### src/rtl/freq_pkg.sv
`default_nettype none
// +----------------------------------------------------------------------+
// | freq_pkg : shared state encoding and defaults for freq_meter          |
// | Revision : 1.0                                                        |
// +----------------------------------------------------------------------+
package freq_pkg;

   typedef enum logic [1:0] {
      IDLE  = 2'd0,
      GATE  = 2'd1,
      LATCH = 2'd2
   } state_t;

   localparam int CLK_HZ_DEFAULT = 50_000_000;
   localparam int FREQ_W_DEFAULT = 10;

endpackage
`default_nettype wire

### src/rtl/edge_sync.sv
`default_nettype none
// +----------------------------------------------------------------------+
// | edge_sync : 2-flop synchronizer plus rising-edge detector             |
// | Revision  : 1.0                                                       |
// +----------------------------------------------------------------------+
module edge_sync (
   input  logic clkin,
   input  logic rst_n,
   input  logic i_async,
   output logic o_rise
);

   logic r_s1;
   logic r_s2;
   logic r_s3;

   always_ff @(posedge clkin or negedge rst_n) begin
      if (!rst_n) begin
         r_s1 <= 1'b0;
         r_s2 <= 1'b0;
         r_s3 <= 1'b0;
      end else begin
         r_s1 <= i_async;
         r_s2 <= r_s1;
         r_s3 <= r_s2;
      end
   end

   assign o_rise = r_s2 & ~r_s3;

endmodule
`default_nettype wire

### src/rtl/freq_meter.sv
`default_nettype none
// +----------------------------------------------------------------------+
// | freq_meter : counts sigin rising edges over a fixed gate window       |
// | Revision   : 1.0                                                      |
// +----------------------------------------------------------------------+
module freq_meter
   import freq_pkg::*;
#(
   parameter int CLK_HZ      = CLK_HZ_DEFAULT,
   parameter int GATE_CYCLES = CLK_HZ,
   parameter int FREQ_W      = FREQ_W_DEFAULT
) (
   input  logic              clkin,
   input  logic              rst_n,
   input  logic              sigin,
   input  logic              meas_en,
   output logic [FREQ_W-1:0] freq,
   output logic              freq_valid,
   output logic              ovf,
   output logic              busy
);

   localparam int                GCNT_W    = (GATE_CYCLES > 1) ? $clog2(GATE_CYCLES) : 1;
   localparam logic [GCNT_W-1:0] GATE_LAST = GCNT_W'(GATE_CYCLES - 1);
   localparam logic [FREQ_W:0]   EDGE_MAX  = '1;

   state_t              r_state;
   state_t              w_state_nxt;
   logic [GCNT_W-1:0]   r_gate_cnt;
   logic [FREQ_W:0]     r_edge_cnt;
   logic [FREQ_W:0]     w_edge_inc;
   logic                w_rise;
   logic                w_gate_end;

   edge_sync u_edge_sync (
      .clkin   (clkin),
      .rst_n   (rst_n),
      .i_async (sigin),
      .o_rise  (w_rise)
   );

   assign w_edge_inc = (w_rise && (r_edge_cnt != EDGE_MAX)) ? r_edge_cnt + 1'b1 : r_edge_cnt;
   assign w_gate_end = (r_state == GATE) && (r_gate_cnt == GATE_LAST);

   always_comb begin
      w_state_nxt = r_state;
      case (r_state)
         IDLE:    if (meas_en) w_state_nxt = GATE;
         GATE:    if (w_gate_end) w_state_nxt = LATCH;
         LATCH:   w_state_nxt = meas_en ? GATE : IDLE;
         default: w_state_nxt = IDLE;
      endcase
   end

   always_ff @(posedge clkin or negedge rst_n) begin
      if (!rst_n) begin
         r_state <= IDLE;
         busy    <= 1'b0;
      end else begin
         r_state <= w_state_nxt;
         busy    <= (w_state_nxt == GATE);
      end
   end

   // Counters run only in GATE; any other state leaves them cleared, so a rise in LATCH is dropped.
   always_ff @(posedge clkin or negedge rst_n) begin
      if (!rst_n) begin
         r_gate_cnt <= '0;
         r_edge_cnt <= '0;
      end else if (r_state == GATE) begin
         r_gate_cnt <= r_gate_cnt + 1'b1;
         r_edge_cnt <= w_edge_inc;
      end else begin
         r_gate_cnt <= '0;
         r_edge_cnt <= '0;
      end
   end

   // The result is captured on the closing gate edge so freq, ovf and freq_valid appear together in LATCH.
   always_ff @(posedge clkin or negedge rst_n) begin
      if (!rst_n) begin
         freq       <= '0;
         ovf        <= 1'b0;
         freq_valid <= 1'b0;
      end else begin
         freq_valid <= w_gate_end;
         if (w_gate_end) begin
            freq <= w_edge_inc[FREQ_W] ? '1 : w_edge_inc[FREQ_W-1:0];
            ovf  <= w_edge_inc[FREQ_W];
         end
      end
   end

endmodule
`default_nettype wire
### config.mk
export PLATFORM = sky130hd
export DESIGN_NAME = freq_meter
export DESIGN_NICKNAME = d
export VERILOG_FILES = /design/src/rtl/freq_pkg.sv /design/src/rtl/edge_sync.sv /design/src/rtl/freq_meter.sv
export SDC_FILE = /design/constraint.sdc
export NUM_CORES = 1
export LEC_CHECK = 0
export ABC_CLOCK_PERIOD_IN_PS = 1800
export BUFFER_PORTS_ARGS = -buffer_cell sky130_fd_sc_hd__buf_2
export CAP_MARGIN = 0
export CORE_UTILIZATION = 50
export CTS_CLUSTER_DIAMETER = 30
export CTS_CLUSTER_SIZE = 28
export DETAILED_ROUTE_END_ITERATION = 6
export GPL_TIMING_DRIVEN = 0
export PLACE_DENSITY = 0.72
export SYNTH_ARGS = -nofsm -noshare
export SYNTH_HDL_FRONTEND = slang
export SYNTH_SLANG_ARGS = --single-unit
### constraint.sdc
create_clock -name clkin -period 1.8 [get_ports clkin]
set_input_delay 0.36 -clock clkin [delete_from_list [all_inputs] [get_ports clkin]]
set_output_delay 0.36 -clock clkin [all_outputs]
set_load 0.1 [all_outputs]
## Word level (Yosys, flattened, before mapping)

Cells that the tools add are included.

| cells by class | value |
|---|---|
| add/sub/neg operators | 2 |
| multipliers | 0 |
| divide/modulo/power cells | 0 |
| magnitude comparators | 0 |
| eq/ne operators | 5 |
| shifts and indexed selects | 0 |
| muxes and demuxes | 8 |
| bitwise logic cells | 2 |
| reductions and logical operators | 3 |

Operator list:

| kind | count |
|---|---|
| 26-bit by 1-bit adder with 26-bit output, second input constant | 1 |
| 26-bit equality test, second input constant | 1 |
| 26-bit 2-to-1 mux | 1 |
| 11-bit 2-to-1 mux | 2 |
| 11-bit by 1-bit adder with 11-bit output, second input constant | 1 |
| 11-bit != test, second input constant | 1 |
| 10-bit 2-to-1 mux | 1 |
| 2-bit one-hot mux with 3 select lines | 1 |
| 2-bit by 1-bit equality test with 1-bit output, second input constant | 2 |
| 2-bit 2-to-1 mux | 2 |
| 2-bit equality test, second input constant | 1 |
| 1-bit logical AND | 2 |
| 2-bit zero test | 1 |
| 1-bit bitwise AND | 1 |
| 1-bit 2-to-1 mux | 1 |
| 1-bit NOT | 1 |

| storage, ports and cells | value |
|---|---|
| register bits after elaboration | 55 |
| latch bits | 0 |
| memory bits (writable) | 0 |
| bits in read-only memories | 0 |
| logic and storage cells | 30 |
| memories kept | 0 |

## Longest topological paths before layout

Gate-level depths: netlist of the first run.

| depth | value |
|---|---|
| word-level depth | 5 |
| mapped depth | 7 |

## Hierarchy

Synthesis of the first run repeated with hierarchy kept, for this count alone.

| second synthesis, totals | value |
|---|---|
| cells, all modules | 266 |
| area, all modules | 2641.3 um2 |

Modules (own cells, without submodules):

| module | times used | cells an instance | area each (um2) | sequential area each (um2) |
|---|---|---|---|---|
| freq_meter | 1 | 262 | 2552.4 | 1301.2 |
| edge_sync | 1 | 4 | 88.8 | 75.1 |

## Worst setup path after synthesis of the first run

Ideal clock, no wire load.

| timing | value |
|---|---|
| path type | register to register |
| from | reg r_edge_cnt[0] |
| to | reg freq[0] |
| library setup time | 0.128 ns |
| arrival | 1.681 ns |
| data required time | 1.672 ns |
| slack | -0.009 ns |
| cell stages (with the launch flop) | 8 |
| path buffers | 1 |
| cells stage by stage | dfrtp_1 > ha_1 > and3_1 > and3_4 > a31oi_2 > and3b_1 > buf_2 > a21oi_1 |

| between the ends | value |
|---|---|
| longest elaborated chain between the ends | 4 |
| elaborated cells on any way between the ends | 5 |

RTL lines:

| what | line | text |
|---|---|---|
| start: declaration | freq_meter.sv:30 | `logic [FREQ_W:0] r_edge_cnt;` |
| start signal: assignment | freq_meter.sv:72 | `r_edge_cnt <= w_edge_inc;` |
| parallel branches: the longest is 2 deep, another holds 11-bit by 1-bit adder with 11-bit output | n/a |  |
| 11-bit 2-to-1 mux (*) | freq_meter.sv:42 | `assign w_edge_inc = (w_rise && (r_edge_cnt != EDGE_MAX)) ? r_edge_cnt + 1'b1 : r_edge_cnt;` |
| 10-bit 2-to-1 mux (*) | freq_meter.sv:88 | `freq <= w_edge_inc[FREQ_W] ? '1 : w_edge_inc[FREQ_W-1:0];` |
| end signal: assignment | freq_meter.sv:88 |  |
| end: declaration | freq_meter.sv:17 | `output logic [FREQ_W-1:0] freq,` |

Mark *: on every way between the ends.
A chain may end at the register's enable or synchronous reset.

## Worst setup path in the final report of the first run

| timing | value |
|---|---|
| from | reg r_gate_cnt[10] |
| to | reg freq[8] |

| between the ends | value |
|---|---|
| longest elaborated chain between the ends | 2 |

RTL lines:

| what | line | text |
|---|---|---|
| start: declaration | freq_meter.sv:29 | `logic [GCNT_W-1:0] r_gate_cnt;` |
| start signal: assignment | freq_meter.sv:71 | `r_gate_cnt <= r_gate_cnt + 1'b1;` |
| 26-bit equality test | freq_meter.sv:43 | `assign w_gate_end = (r_state == GATE) && (r_gate_cnt == GATE_LAST);` |
| 1-bit logical AND | freq_meter.sv:43 |  |

Every way passes these cells.

==> impl_metrics.tcl, run 1 <==
set metrics [dict create \
    dp_cells 348 \
    coreArea_sq_um 5070 \
    finalHoldViolations 0 \
    most-common-layout-cells "51 x dfrtp_1, 47 x nor2_1, 18 x buf_2" \
    ios 17 \
    die_h_um 74.6 \
    multiInputGateArea_sq_um 1260 \
    grt_pass1_wl_mm 8.49 \
    hold_path_class "input port to register" \
    num-fill-cells 439 \
    via_per_inst 5.44 \
    h-tree-depth 2 \
    syn_inst 262 \
    antenna_left 0 \
    fin_skew_ns 0.00828 \
    grt_pass1_vias 1767 \
    ys_seq_area_share_pct 52.3 \
    finalSetupViolations 0 \
    ys_warn_count 0 \
    startpoint_type "register" \
    grt-ovfl-total 0 \
    grt_usage_pct 20.2 \
    post-route-period-util_pct 97.8 \
    cp_cell_sequence "nor3_1 -> and4_1 -> nor4b_4 -> buf_4 -> nor2_1 -> a31oi_1" \
    cts.sinks 55 \
    slew_headroom_pct 20.0 \
    synth_ff_type "dfrtp_1" \
    slowest_delay_ns 0.43 \
    numCtsBuffers 5 \
    rsz0062_at_grt "true" \
    gp_congestion 0.788 \
    place_area_sq_um 2810 \
    syn_to_final_growth_pct 17.7 \
    tightest_slew_ns 1.20 \
    route.final.wire_length_mm 5.30 \
    violations "design-rule violations" \
    crit_fanout 4 \
    tns_ns 0 \
    drc 1 \
    async_reset_ff_share_pct 100 \
    cpMaxStageDelayCell "dfrtp_1" \
    synth_area_per_cell_sq_um 10.0 \
    initial_utilization_pct 51.9 \
    p_leak_uw 0.00136 \
    nets 304 \
    synth_edf_count 0 \
    end_kind "register" \
    required_ns 2.04 \
    final_cells 369 \
    postLayoutCoreUtil_pct 61.0 \
    synth.cell_area_sq_um 2630 \
    post_drt_wl_per_cell_um 14.4 \
    die_w_um 74.6 \
    synth-seq-cells 55 \
    final_common_cell "dfrtp_1" \
    maxCapViolCount 0 \
    rows 26 \
    cts_tree "yes" \
    seqCellArea_sq_um 1380 \
    status "complete, but fails checks" \
    cellPowerDensity_nw_per_um2 762 \
    clk_pin_slew_worst_paths_ns 0.10 \
    crit_family "simple AND/OR/NAND/NOR gates" \
    firstDrtPassIters 6 \
    hold_depth 1 \
    clk_path_buf_depth 2 \
    cp_num_buf_inv 1 \
    die_area_sq_um 5560 \
    drive_above_1_share_pct 25.1 \
    max-vdd-ir-drop_uv 336 \
    syn-num-nets 268 \
    ys_types 40 \
    yosys-top-cells-area "dfrtp_1 52%, nor2_1 7.1%, xnor2_1 5.3%" \
    critPathKind "register to register" \
    grt_max_degree 56 \
    slew_violations 0 \
    crit_arrival_ns 2.00 \
    io_buffers 16 \
    cts-root-buf "clkbuf_8" \
    synth_top_cell_area_share_pct 52.3 \
    cp_num_cells 6 \
    ff2ff_path_depth 6 \
    n_antenna_cell 0 \
    place_hpwl_mm 3.41 \
    p_total_uw 2360 \
    min_period_ns 1.76 \
    antenna_found_initial 0 \
    final_area_sq_um 3100 \
    fmax_mhz 568 \
    yosysTopAreaCell "dfrtp_1" \
    drt_iter0_markers 112 \
    num_vias 2008 \
    insertion_delay_ns 0.31 \
]
[logic make-up (layout without fill, tap and decap cells)]
logic type	count (synthesis)	in the layout	synth area share, %
AO/OA/AOI/OAI	26	26	6.75
AND/OR/NAND/NOR	131	131	26.2
adder cells (fa/ha/maj)	2	2	0.950
buffers and inverters	17	54	3.37
flip-flops	55	55	52.3
XOR/XNOR	29	29	9.65
multiplexers	2	2	0.760
[through the flow]
stage | setup WS, ns | hold slack (ns)
6_report | 0.0390 | 0.152
5_1_grt | -0.0761 | 0.144
4_1_cts | 0.0101 | 0.145
3_5_place_dp | -0.186 | 0.337
3_3_place_gp | -0.130 | 0.335
2_1_floorplan | 0.0391 | 0.0644
[final cells by class]
class | instances | area share, %
buffer | 10 | 2.22
clock buffer | 7 | 2.46
clock inverter | 1 | 0.162
inverter | 7 | 0.848
multi-input combinational | 190 | 40.8
sequential | 55 | 44.6
tap | 70 | 2.83
timing repair buffer | 29 | 6.14
[report_power, final]
part,internal (uW),switching [uW],leakage (uW)
Sequential,1300,53.6,0.000721
Clock,275,396,0.0000422
Combinational,141,198,0.000591
[state kept, by name, indices dropped and copies added (netlist names)]
name,count
r_gate_cnt,26
r_edge_cnt,11
freq,10
r_state,2
busy,1
freq_valid,1
ovf,1
u_edge_sync.r_s1,1
u_edge_sync.r_s2,1
u_edge_sync.r_s3,1
[repair_timing]
action                     in CTS  in global routing
hold buffers                    0                  0
pin swaps                       1                  4
setup endpoints to repair      14                 25
buffers inserted                4                  9
resized for setup               3                 21
[path summary, 6_finish.rpt]
path	start	end	slack, ns
max in group asynchronous	rst_n	r_edge_cnt[1]	0.70
worst max-delay path	r_gate_cnt[10]	freq[8]	0.04
min in group asynchronous	rst_n	r_gate_cnt[20]	0.28
worst max register to register	r_gate_cnt[10]	freq[8]	0.04
worst min register to register	u_edge_sync.r_s1	u_edge_sync.r_s2	0.35
worst min-delay path	sigin	u_edge_sync.r_s1	0.15
[cell usage after synthesis (all sizes together), types with 5 or more instances]
library cell   n
clkbuf         5
dfrtp         55
nand3         14
inv            7
a31oi          5
nand4          8
and4           5
and3          11
a21oi         10
nor3          12
xnor2         16
xor2          13
nor2          50
nand2         16
o21ai          5
buf            5
nor4           7
[routing by layer]
layer  vias up  global-route usage [%]  part of all wire, %
met5         -                       0                    0
met4         0                    5.03                  1.0
met3         5                    4.07                  3.4
met2        37                    31.1                   49
met1       989                    29.1                   47
li1        977                       -                    -
No activity file was read; power rests on OpenSTA's default activity.
==> run 2, diff against run 1 <==
--- a/config.mk
+++ b/config.mk
@@ -13,7 +13,7 @@
 export CTS_CLUSTER_SIZE = 28
 export DETAILED_ROUTE_END_ITERATION = 6
 export GPL_TIMING_DRIVEN = 0
-export PLACE_DENSITY = 0.72
+export PLACE_DENSITY = 0.7
 export SYNTH_ARGS = -nofsm -noshare
 export SYNTH_HDL_FRONTEND = slang
 export SYNTH_SLANG_ARGS = --single-unit
==> constraint.sdc (replaced) <==
create_clock -name clkin -period 1.8 [get_ports clkin]
set_input_delay 0.36 -clock clkin [delete_from_list [all_inputs] [get_ports clkin]]
set_output_delay 0.36 -clock clkin [all_outputs]
set_load 0.05 [all_outputs]
==> impl_metrics.tcl, run 2 (same netlist as run 1, synthesis figures left out) <==
set metrics [dict create \
    final_cells 366 \
    firstDrtPassIters 4 \
    drive_above_1_share_pct 23.6 \
    postLayoutCoreUtil_pct 60.7 \
    post_drt_wl_per_cell_um 13.8 \
    drt_iter0_markers 150 \
    nets 302 \
    antenna_found_initial 0 \
    clk_path_buf_depth 2 \
    ios 17 \
    finalHoldViolations 0 \
    antenna_left 0 \
    end_kind "register" \
    slew_headroom_pct 21.2 \
    netSwitchingFraction_pct 25.3 \
    die_area_sq_um 5560 \
    dp_cells 348 \
    h-tree-depth 2 \
    drc 0 \
    holdBufCountCts 0 \
    internal_power_uw 1840 \
    initial_utilization_pct 51.9 \
    status "complete, no violations" \
    syn_to_final_growth_pct 16.9 \
    maxCapViolCount 0 \
    grt_pass1_wl_mm 8.36 \
    whs_ns 0.154 \
    min_period_ns 1.76 \
    die_h_um 74.6 \
    required_ns 2.04 \
    coreArea_sq_um 5070 \
    p_leak_uw 0.00135 \
    via_per_inst 5.38 \
    cellPowerDensity_nw_per_um2 799 \
    grt_max_degree 56 \
    final_common_cell "dfrtp_1" \
    biggestRegsByFlops "r_gate_cnt (26), r_edge_cnt (11), freq (10)" \
    io_buffers 16 \
    post-route-period-util_pct 97.6 \
    die_w_um 74.6 \
    grt_usage_pct 19.8 \
    place_hpwl_mm 3.32 \
    crit_family "simple AND/OR/NAND/NOR gates" \
    critPathKind "register to register" \
    most-common-layout-cells "52 x dfrtp_1, 47 x nor2_1, 17 x buf_2" \
    slew_violations 0 \
    startpoint_type "register" \
    place_area_sq_um 2810 \
    cts_tree "yes" \
    worst_slack_ns 0.0428 \
    num_vias 1969 \
    grt_pass1_vias 1827 \
    rows 26 \
    route.final.wire_length_mm 5.07 \
    crit_arrival_ns 2.00 \
    n_antenna_cell 0 \
    cp_num_buf_inv 2 \
    finalSetupViolations 0 \
    hold_path_class "input port to register" \
    insertion_delay_ns 0.31 \
    largest-register "r_gate_cnt" \
    fmax_mhz 569 \
    largest_reg_flops 26 \
    rsz0062_at_grt "true" \
    p_switching_uw 621 \
    gp_congestion 0.790 \
    cts.sinks 55 \
    dp_slack_ns -0.147 \
    cts-root-buf "clkbuf_8" \
    cpMaxStageDelayCell "dfrtp_1" \
    seq_power_share_pct 54.9 \
    tightest_slew_ns 1.18 \
    clock_power_share_pct 32.4 \
    cp_cell_sequence "nor3_1 -> and4_1 -> nor4b_4 -> buf_6 -> buf_8 -> nor2_1 -> a21oi_2" \
    final_area_sq_um 3080 \
    numCtsBuffers 5 \
    fin_skew_ns 0.00555 \
    slowest_delay_ns 0.42 \
    grt-ovfl-total 0 \
    max-vdd-ir-drop_uv 409 \
    clk_pin_slew_worst_paths_ns 0.09 \
    crit_fanout 10 \
    p_comb_share_pct 12.7 \
]
[run 2: worst paths after layout]
| path | start | to | slack (ns) | depth (start not counted) |
|---|---|---|---|---|
| worst max-delay path | r_gate_cnt[9] | freq[1] | 0.04 | 7 |
| worst min-delay path | sigin | u_edge_sync.r_s1 | 0.15 | 1 |
| worst max register to register | r_gate_cnt[9] | freq[1] | 0.04 | 7 |
| worst min register to register | u_edge_sync.r_s1 | u_edge_sync.r_s2 | 0.35 | 0 |
| max in group asynchronous | rst_n | r_gate_cnt[18] | 0.72 | 1 |
| min in group asynchronous | rst_n | freq[7] | 0.29 | 1 |
[run 2: layout make-up]
type,instances,area [sq um]
buffer,10,75.1
clock buffer,6,72.6
clock inverter,1,30.0
fill,442,2000
inverter,7,26.3
multi-input combinational,190,1230
sequential,55,1380
tap,70,87.6
timing repair buffer,27,174
[run 2: worst register-to-register path, cell delays in order, from the launching register on]
cell and delay, ns:
dfrtp_1 0.42, nor3_1 0.34, and4_1 0.27, nor4b_4 0.21, buf_6 0.17, buf_8 0.14
nor2_1 0.06, a21oi_2 0.09
[run 2: per-layer routing]
layer,GRT usage [%],wire length [um]
met4,8.18,57
met2,29.9,2370
met5,0,0
met3,2.85,164
met1,28.7,2480
[run 2: metrics by stage]
| step | setup TNS, ns | total power (uW) |
|---|---|---|
| after floorplan | 0 | 1570 |
| after global placement | -1.41 | 1640 |
| after detailed placement | -1.58 | 1640 |
| after CTS | 0 | 2450 |
| after global routing | -0.626 | 2570 |
| final | 0 | 2460 |
[run 2: power groups by stage]
stage	registers [uW]	clock network [uW]	logic (uW)
floorplan	1370	0	191
global placement	1390	0	251
detailed placement	1390	0	253
CTS	1350	811	285
global route	1360	857	356
finish	1350	795	312
[run 2: what timing repair did]
action                     4_1_cts  5_1_grt
pin swaps                        1        2
setup endpoints to repair       14       19
resized for setup                2       22
gates cloned                     0        0
buffers inserted                 6        5
